**src/rtl/hazard_sequencer.sv**
```systemverilog
// Pipeline hazard/stall controller: load-use stalls, ID branch flushes, MDU EX holds, stall counter.
// Latency: all control outputs are combinational from state/cnt/inputs; stall counter lags by 1 cycle.
// Backpressure: freezes the front end for MDU_CYCLES-1 cycles per MDU op and 1 cycle per load-use hazard.
//
// Ports:
//   i_clk, i_rst              clock, synchronous active-high reset
//   i_if_id_rs, i_if_id_rt    source registers of the instruction in ID
//   i_id_ex_mem_read          instruction in EX is a load
//   i_id_ex_rt                destination register of that load
//   i_branch_taken            branch in ID resolved taken this cycle
//   i_mdu_start               one-cycle pulse, MDU op just entered EX
//   o_pc_write, o_if_id_write enable PC / IF-ID update
//   o_if_id_flush             zero IF/ID on the next edge
//   o_id_ex_bubble            load zeroed controls into ID/EX
//   o_id_ex_hold              ID/EX keeps its contents
//   o_ex_mem_bubble           load zeroed controls into EX/MEM
//   o_mdu_busy                an MDU op occupies EX
//   o_stall_count             saturating count of cycles with PC write disabled
module hazard_sequencer #(
  parameter int MDU_CYCLES = 4
) (
  input  logic        i_clk,
  input  logic        i_rst,
  input  logic [4:0]  i_if_id_rs,
  input  logic [4:0]  i_if_id_rt,
  input  logic        i_id_ex_mem_read,
  input  logic [4:0]  i_id_ex_rt,
  input  logic        i_branch_taken,
  input  logic        i_mdu_start,
  output logic        o_pc_write,
  output logic        o_if_id_write,
  output logic        o_if_id_flush,
  output logic        o_id_ex_bubble,
  output logic        o_id_ex_hold,
  output logic        o_ex_mem_bubble,
  output logic        o_mdu_busy,
  output logic [15:0] o_stall_count
);

  typedef enum logic {
    RUN      = 1'b0,
    MDU_WAIT = 1'b1
  } state_t;

  // The start cycle is itself a freeze cycle, so the wait state only needs
  // MDU_CYCLES-2 further freeze cycles before the release cycle.
  localparam logic [7:0] CNT_INIT = 8'(MDU_CYCLES - 2);

  state_t      r_state;
  state_t      w_state_nxt;
  logic [7:0]  r_cnt;
  logic [7:0]  w_cnt_nxt;
  logic [15:0] r_stall_count;

  logic w_freeze;
  logic w_load_use;

  always_comb begin
    w_freeze        = 1'b0;
    w_load_use      = 1'b0;
    o_pc_write      = 1'b1;
    o_if_id_write   = 1'b1;
    o_if_id_flush   = 1'b0;
    o_id_ex_bubble  = 1'b0;
    o_id_ex_hold    = 1'b0;
    o_ex_mem_bubble = 1'b0;
    o_mdu_busy      = 1'b0;
    w_state_nxt     = r_state;
    w_cnt_nxt       = r_cnt;

    // Reset forces RUN defaults on the outputs regardless of state or inputs.
    if (!i_rst) begin
      w_freeze = ((r_state == RUN) && i_mdu_start) ||
                 ((r_state == MDU_WAIT) && (r_cnt != 8'd0));

      // Register 0 is hardwired, so a load into it never creates a hazard.
      w_load_use = !w_freeze && i_id_ex_mem_read && (i_id_ex_rt != 5'd0) &&
                   ((i_id_ex_rt == i_if_id_rs) || (i_id_ex_rt == i_if_id_rt));

      o_mdu_busy = ((r_state == RUN) && i_mdu_start) || (r_state == MDU_WAIT);

      if (w_freeze) begin
        o_pc_write      = 1'b0;
        o_if_id_write   = 1'b0;
        o_id_ex_hold    = 1'b1;
        o_ex_mem_bubble = 1'b1;
      end else if (w_load_use) begin
        o_pc_write     = 1'b0;
        o_if_id_write  = 1'b0;
        o_id_ex_bubble = 1'b1;
      end else if (i_branch_taken) begin
        // A stalled branch stays in ID and re-resolves, so the flush is only
        // issued on a cycle where the front end actually advances.
        o_if_id_flush = 1'b1;
      end

      case (r_state)
        RUN: begin
          if (i_mdu_start) begin
            w_state_nxt = MDU_WAIT;
            w_cnt_nxt   = CNT_INIT;
          end
        end
        MDU_WAIT: begin
          // mdu_start is ignored here, including in the release cycle.
          if (r_cnt != 8'd0) begin
            w_cnt_nxt = r_cnt - 8'd1;
          end else begin
            w_state_nxt = RUN;
          end
        end
        default: begin
          w_state_nxt = RUN;
          w_cnt_nxt   = 8'd0;
        end
      endcase
    end
  end

  always_ff @(posedge i_clk) begin
    if (i_rst) begin
      r_state       <= RUN;
      r_cnt         <= 8'd0;
      r_stall_count <= 16'd0;
    end else begin
      r_state <= w_state_nxt;
      r_cnt   <= w_cnt_nxt;
      if (!o_pc_write && (r_stall_count != 16'hFFFF)) begin
        r_stall_count <= r_stall_count + 16'd1;
      end
    end
  end

  assign o_stall_count = r_stall_count;

endmodule

```
**config.mk**
```make
export PLATFORM = sky130hd
export DESIGN_NAME = hazard_sequencer
export DESIGN_NICKNAME = d
export VERILOG_FILES = /design/src/rtl/hazard_sequencer.sv
export SDC_FILE = /design/constraint.sdc
export NUM_CORES = 1
export LEC_CHECK = 0
export BUFFER_PORTS_ARGS = -buffer_cell sky130_fd_sc_hd__buf_2
export CAP_MARGIN = 20
export CELL_PAD_IN_SITES_DETAIL_PLACEMENT = 1
export CELL_PAD_IN_SITES_GLOBAL_PLACEMENT = 1
export CORE_UTILIZATION = 39
export CTS_CLUSTER_SIZE = 16
export DETAILED_ROUTE_END_ITERATION = 12
export PLACE_DENSITY_LB_ADDON = 0.1
export SYNTH_ARGS = -nofsm -noshare
export SYNTH_HDL_FRONTEND = slang
export SYNTH_SLANG_ARGS = --single-unit
```
**constraint.sdc**
```tcl
create_clock -name i_clk -period 4.9 [get_ports i_clk]
set_input_delay 0.49 -clock i_clk [delete_from_list [all_inputs] [get_ports i_clk]]
set_output_delay 0.49 -clock i_clk [all_outputs]
set_load 0.005 [all_outputs]
```
==> flow_summary.ini, run 1 <==
[cts]
hold_buffers = 0
cts_root_buffer = clkbuf_4
ctsResizeCount = 0
numCtsBuffers = 3
cts_sinks = 25
postCtsSetupBuffers = 0
cts.htree.levels = 1
clk_pin_slew_ns = 0.15
cts_tree = built
max-clock-path-buffers = 2
clk_latency_ns = 0.33

[synth]
synthAdderAreaFrac_pct = 2.72
async_reset_ff_share_pct = 0
synth_top_family_by_area = simple AND/OR/NAND/NOR gates
synth_edf_count = 0
synth_mux_area_share_pct = 1.54
synth-main-ff-cell = dfxtp_1
syn_area_sq_um = 1380
yosysSeqAreaShare_pct = 36.3
synth-simple-area-share_pct = 25.5
synthDistinctLibCells = 40
synth_cells = 166
yosys_warnings = 0
ys_ff_latch = 25
synth-xor-area-share_pct = 10.8
synth_fp_nets = 189
synth_area_leaders = dfxtp_1 36%, xnor2_1 8.3%, a21oi_1 4.7%
synth-compound-area-share_pct = 18.0
synth_top_area_share_pct = 36.3
avgSynthCellArea_sq_um = 8.31
synth_top_area_cell = dfxtp_1

[global_routing]
grt_pass1_vias = 1249
grt_usage_pct = 19.1
antenna_found_initial = 0
grt_start_max_net_pins = 22
overflow = 0
grt_pass1_wl_mm = 5.36

[floorplanning]
die_h_microns = 61.5
coreArea_sq_um = 3360
initial_core_util_pct = 41.0
rows = 21
io_pins = 43
die_x_microns = 61.5
die-area_sq_um = 3780

[critical_path]
cp_data_required_time_ns = 4.41
crit_start = r_cnt[0]$_SDFFE_PP0P_
crit_end = o_if_id_write
worst-endpoint-arrival_ns = 2.17
startpoint_type = register
r2r_end = o_stall_count[8]$_SDFFE_PP0P_
worstReg2RegStart = r_cnt[0]$_SDFFE_PP0P_
critPathKind = register to output pin
r2r_cells = 8
critPathMaxFanout = 8
endpoint_kind = output pin
regToRegSetupSlack_ns = 2.46

[power_and_ir_drop]
p_per_area_nw_per_um2 = 295
leakage_nw = 0.672
irDropWorstVdd_uv = 111

[finish]
drive_gt1_share_pct = 27.5
final_util_pct = 49.0
antenna_cells = 0
fin_area_sq_um = 1650
syn2layout_area_growth_pct = 19.4
fillCellCount = 435
nets = 231

[timing]
worst_pin_slew_ns = 0.750
finalMaxSlewViolations = 0
slew_headroom_pct = 49.5
finalSetupViolations = 0
post-route-min-period_ns = 2.66
finalSetupTns_ns = 0
grt_setup_unrepaired = false
fmax_mhz = 375
hold_violations = 0
clock_skew_ns = 0.00786
timing.final.crit_share_pct = 54.4

[route]
num_vias = 1356
routed_wl_mm = 3.38
drtAntennaViolNets = 0
dr.first_iter.drc_count = 32
vias_per_cell = 5.36
wl_per_cell_microns = 13.4
route.detailed.drc = 0
first_pass_iters = 4

[job]
cap_violations = 0

[placement]
io_buffers = 42
gp_congestion = 0.758
postPlaceCellArea_sq_um = 1620
hpwlAfterDp_mm = 2.61

[status]
status = finished, final reports clean

[min_path]
min-delay-path-class = register to register
[worst max-delay path, stage by stage (launching register included)]
cell and delay (ns):
dfxtp_1 0.35, inv_1 0.11, ha_1 0.17, nor4bb_1 0.36, a21oi_1 0.27, nor3_1 0.29
a21oi_1 0.13, buf_2 0.16
[where the power goes]
part | leakage, nW | switching [W] | internal [W]
logic | 0.455 | 0.0000750 | 0.0000690
clock network | 0.0139 | 0.0000699 | 0.0000313
registers | 0.203 | 0.0000189 | 0.000221
[cells in the mapped netlist (3+ instances only)]
library cell,instances
dfxtp_1,25
a21oi_1,13
nor2_1,13
xnor2_1,13
nand3_1,12
inv_1,11
o21ai_0,11
nand2_1,8
or3_1,7
nor3_1,5
xor2_1,4
buf_4,3
ha_1,3
nand4_1,3
[cells in the final DEF (no fill, tap or decap), drive strengths merged, types with 3 or more instances in the layout]
| cell type | instances |
|---|---|
| xor2 | 4 |
| o21ai | 13 |
| nor4 | 3 |
| inv | 11 |
| buf | 42 |
| ha | 3 |
| xnor2 | 13 |
| nor2 | 13 |
| a21oi | 13 |
| nand4 | 3 |
| dfxtp | 25 |
| or4 | 3 |
| nand2 | 8 |
| clkbuf | 3 |
| or3 | 9 |
| nor3 | 5 |
| nand3 | 12 |
[sequential cells by signal, summed over array words and instances (netlist names)]
name           count
r_state            1
r_cnt              8
o_stall_count     16
[logic make-up after synthesis]
family | after synthesis
and+or+nand+nor | 64
adders and majority gates | 3
muxes | 2
xor gates and xnor gates | 17
buffers and inverters | 16
DFF | 25
AOI/OAI and AO/OA | 39
[area by class of cell]
cell class                      instances  area [sq um]  share of cell area, %
Inverter                               11          41.3                   2.51
Sequential cell                        25           500                   30.4
Clock inverter                          1          7.51                  0.456
Tap cell                               46          57.6                   3.49
Clock buffer                            3          22.5                   1.37
Multi-Input combinational cell        125           808                   49.1
Timing Repair Buffer                   42           210                   12.8
[worst min-delay path by stage]
| stage | startpoint | to | slack (ns) | cells after the start |
|---|---|---|---|---|
| 6_report | r_cnt[0]$_SDFFE_PP0P_ | r_cnt[0]$_SDFFE_PP0P_ | 0.50 | 2 |
| 3_5_place_dp | r_cnt[0]$_SDFFE_PP0P_ | r_cnt[0]$_SDFFE_PP0P_ | 0.49 | 2 |
| 2_1_floorplan | r_cnt[0]$_SDFFE_PP0P_ | r_cnt[0]$_SDFFE_PP0P_ | 0.45 | 2 |
| 3_3_place_gp | r_cnt[0]$_SDFFE_PP0P_ | r_cnt[0]$_SDFFE_PP0P_ | 0.46 | 2 |
| 4_1_cts | r_cnt[0]$_SDFFE_PP0P_ | r_cnt[0]$_SDFFE_PP0P_ | 0.51 | 2 |
| 5_1_grt | r_cnt[0]$_SDFFE_PP0P_ | r_cnt[0]$_SDFFE_PP0P_ | 0.54 | 2 |
[metrics by stage]
stage	cells	total power (W)	setup slack (ns)	hold slack (ns)
2_1_floorplan	166	0.000353	2.66	0.446
3_3_place_gp	249	0.000383	2.44	0.457
3_5_place_dp	249	0.000390	2.43	0.491
4_1_cts	253	0.000494	2.18	0.511
5_1_grt	253	0.000517	2.00	0.540
6_report	253	0.000485	2.24	0.497
[per-layer routing]
metal	wire (microns)	track usage (%)	up-vias
li1	-	-	685
met1	1500	20.6	638
met2	1700	37.0	28
met3	136	3.15	5
met4	48	6.67	0
met5	0	0	-
Power figures use the tool's default switching activity.
==> inputs of run 2 (changes only) <==
- CORE_UTILIZATION: 39 -> 33
- clock period: 4.9 -> 2.3 ns (I/O delays scaled with it)
==> run 2 against run 1 <==
  * Worst hold slack got worse by 0.19 ns
  * Register-to-register slack got worse by 2.4 ns
  * Global-route usage decreased by 0.25 points
  * Via count increased by 5.8%
  * Combinational power increased to 2.8 times the previous value
  * Non-clock buffer count increased by 17
  * Total power increased by 150%
  * Count of clock-buffer cells in the layout unchanged
==> flow_summary.ini, run 2 (same netlist as run 1, synthesis figures left out) <==
[floorplanning]
rows = 23
initial_core_util_pct = 34.5
coreArea_sq_um = 4000
die_h_microns = 66.7
die-area_sq_um = 4440
die_x_microns = 66.7
io_pins = 43

[critical_path]
worstReg2RegStart = r_cnt[0]$_SDFFE_PP0P_
worst-endpoint-arrival_ns = 2.49
r2r_cells = 9
crit_buf_inv = 2
crit_path_max_incr_delay_ns = 0.43
worstPathCellList = inv_2 -> ha_4 -> nor4bb_4 -> a211o_1 -> a221oi_4 -> buf_4 -> o211ai_4 -> or4_1 -> a21oi_1
path_delay_family = compound AO/OA/AOI/OAI gates
regToRegSetupSlack_ns = 0.02
critPathKind = register to register
cp_data_required_time_ns = 2.51
endpoint_kind = register
r2r_end = o_stall_count[15]$_SDFFE_PP0P_
critPathSlowestCell = or4_1
critPathMaxFanout = 7
startpoint_type = register

[cts]
cts_tree = built
numCtsBuffers = 3
max-clock-path-buffers = 2
cts_sinks = 25
cts_root_buffer = clkbuf_8
clk_pin_slew_ns = 0.09
cts.htree.levels = 1
hold_buffers = 0
clk_latency_ns = 0.27

[min_path]
min-delay-path-class = primary input to register
worstHoldEndpoint = r_state$_SDFF_PP0_
min-delay-start = i_rst
whs_path_depth = 3

[route]
top_layer_used = met4
num_vias = 1435
vias_per_cell = 5.24
wl_met1_mm = 1.73
first_pass_iters = 4
wl_per_cell_microns = 14.4
routed_wl_mm = 3.94
route.detailed.drc = 0
drtAntennaViolNets = 0
wl_met2_mm = 1.98
dr.first_iter.drc_count = 37
met3_length_microns = 198

[power_and_ir_drop]
p_switching_w = 0.000388
p_clk_share_pct = 22.6
p_int_w = 0.000806
leakage_nw = 0.778
seqPwrFrac_pct = 43.2
irDropWorstVdd_uv = 300
p_per_area_nw_per_um2 = 629
p_comb_share_pct = 34.2
swShare_pct = 32.5

[timing]
slew_headroom_pct = 71.3
finalSetupViolations = 0
worst_pin_slew_ns = 0.428
timing.final.crit_share_pct = 99.1
grt_setup_unrepaired = true
hold_violations = 0
fmax_mhz = 439
post-route-min-period_ns = 2.28
clock_skew_ns = 0.00166
finalMaxSlewViolations = 0

[global_routing]
overflow = 0
grt_start_max_net_pins = 21
grt_pass1_wl_mm = 6.44
antenna_found_initial = 0
grt_pass1_vias = 1440
grt_usage_pct = 18.9

[finish]
fin_area_sq_um = 1900
antenna_cells = 0
fin_cells = 274
multiInputGateArea_sq_um = 891
fillCellCount = 501
nets = 248
drive_gt1_share_pct = 37.9
syn2layout_area_growth_pct = 37.5
final_cell_mix = 42 x buf_2, 23 x dfxtp_1, 15 x buf_4, 13 x xnor2_1, 13 x nor2_1
final_common_cell = buf_2
seqCellArea_sq_um = 503
largest_register_ffs = 16

[placement]
postPlaceCellArea_sq_um = 1710
io_buffers = 42
hpwlAfterDp_mm = 2.91
gp_congestion = 0.748
placed_cells = 264

[job]
cap_violations = 0

[status]
status = finished, final reports clean
==> run 2: cell count changes in the layout (fill, tap and decap cells not counted), sizes merged <==
cell / change
clkinv: +1
buf: +17
clkinvlp: -1
==> run 2: metrics by stage <==
| step | hold slack [ns] | setup WS (ns) | total power, W | utilization [%] | setup TNS (ns) |
|---|---|---|---|---|---|
| 2_1_floorplan | 0.437 | 0.164 | 0.000752 | - | 0 |
| 3_3_place_gp | 0.457 | 0.0465 | 0.000852 | 42.6 | 0 |
| 3_5_place_dp | 0.478 | -0.0703 | 0.000872 | 42.6 | -0.165 |
| 4_1_cts | 0.307 | 0.0109 | 0.00120 | 46.7 | 0 |
| 5_1_grt | 0.333 | -0.0830 | 0.00127 | 47.5 | -0.286 |
| 6_report | 0.308 | 0.0217 | 0.00119 | 47.5 | 0 |
==> run 2: how the worst max path moves through the flow <==
stage / endpoint / cells after the start / from
floorplan: o_stall_count[15]$_SDFFE_PP0P_ / 8 / r_cnt[0]$_SDFFE_PP0P_
global route: o_stall_count[15]$_SDFFE_PP0P_ / 9 / r_cnt[0]$_SDFFE_PP0P_
detailed placement: o_stall_count[8]$_SDFFE_PP0P_ / 8 / r_cnt[0]$_SDFFE_PP0P_
finish: o_stall_count[15]$_SDFFE_PP0P_ / 9 / r_cnt[0]$_SDFFE_PP0P_
CTS: o_stall_count[1]$_SDFFE_PP0P_ / 11 / r_cnt[0]$_SDFFE_PP0P_
global placement: o_stall_count[8]$_SDFFE_PP0P_ / 8 / r_cnt[0]$_SDFFE_PP0P_
==> run 2: layout make-up <==
| class | instances | area share [%] |
|---|---|---|
| Clock inverter | 1 | 0.264 |
| Timing Repair Buffer | 59 | 18.7 |
| Multi-Input combinational cell | 125 | 46.9 |
| Clock buffer | 3 | 2.18 |
| Sequential cell | 25 | 26.5 |
| Inverter | 11 | 2.18 |
| Tap cell | 50 | 3.30 |
==> run 2: timing repair <==
action                                  in CTS  in global routing
pin swaps                                    4                  2
resized for setup                           15                  4
buffers inserted                             5                  1
endpoints found under the setup margin      12                 13
==> run 2: power by group through the flow <==
stage | Combinational, W | Clock [W] | Sequential, W
after floorplan | 0.000240 | 0 | 0.000513
after global placement | 0.000337 | 0 | 0.000515
after detailed placement | 0.000354 | 0 | 0.000518
after CTS | 0.000408 | 0.000280 | 0.000516
after global routing | 0.000453 | 0.000293 | 0.000522
final | 0.000408 | 0.000270 | 0.000516
==> run 2: worst reg2reg max path: cells and delay by family, from the launching register on <==
family / cells / cell delay [ns]
buffers and inverters: 2 / 0.22
AO/OA/AOI/OAI: 4 / 0.90
adder cells (fa/ha/maj): 1 / 0.15
AND/OR/NAND/NOR: 2 / 0.59
flip-flops: 1 / 0.35
==> run 2: per-layer routing <==
metal,vias up,track usage (%)
li1,713,-
met1,679,22.0
met2,38,33.8
met3,5,3.77
met4,0,6.12
met5,-,0
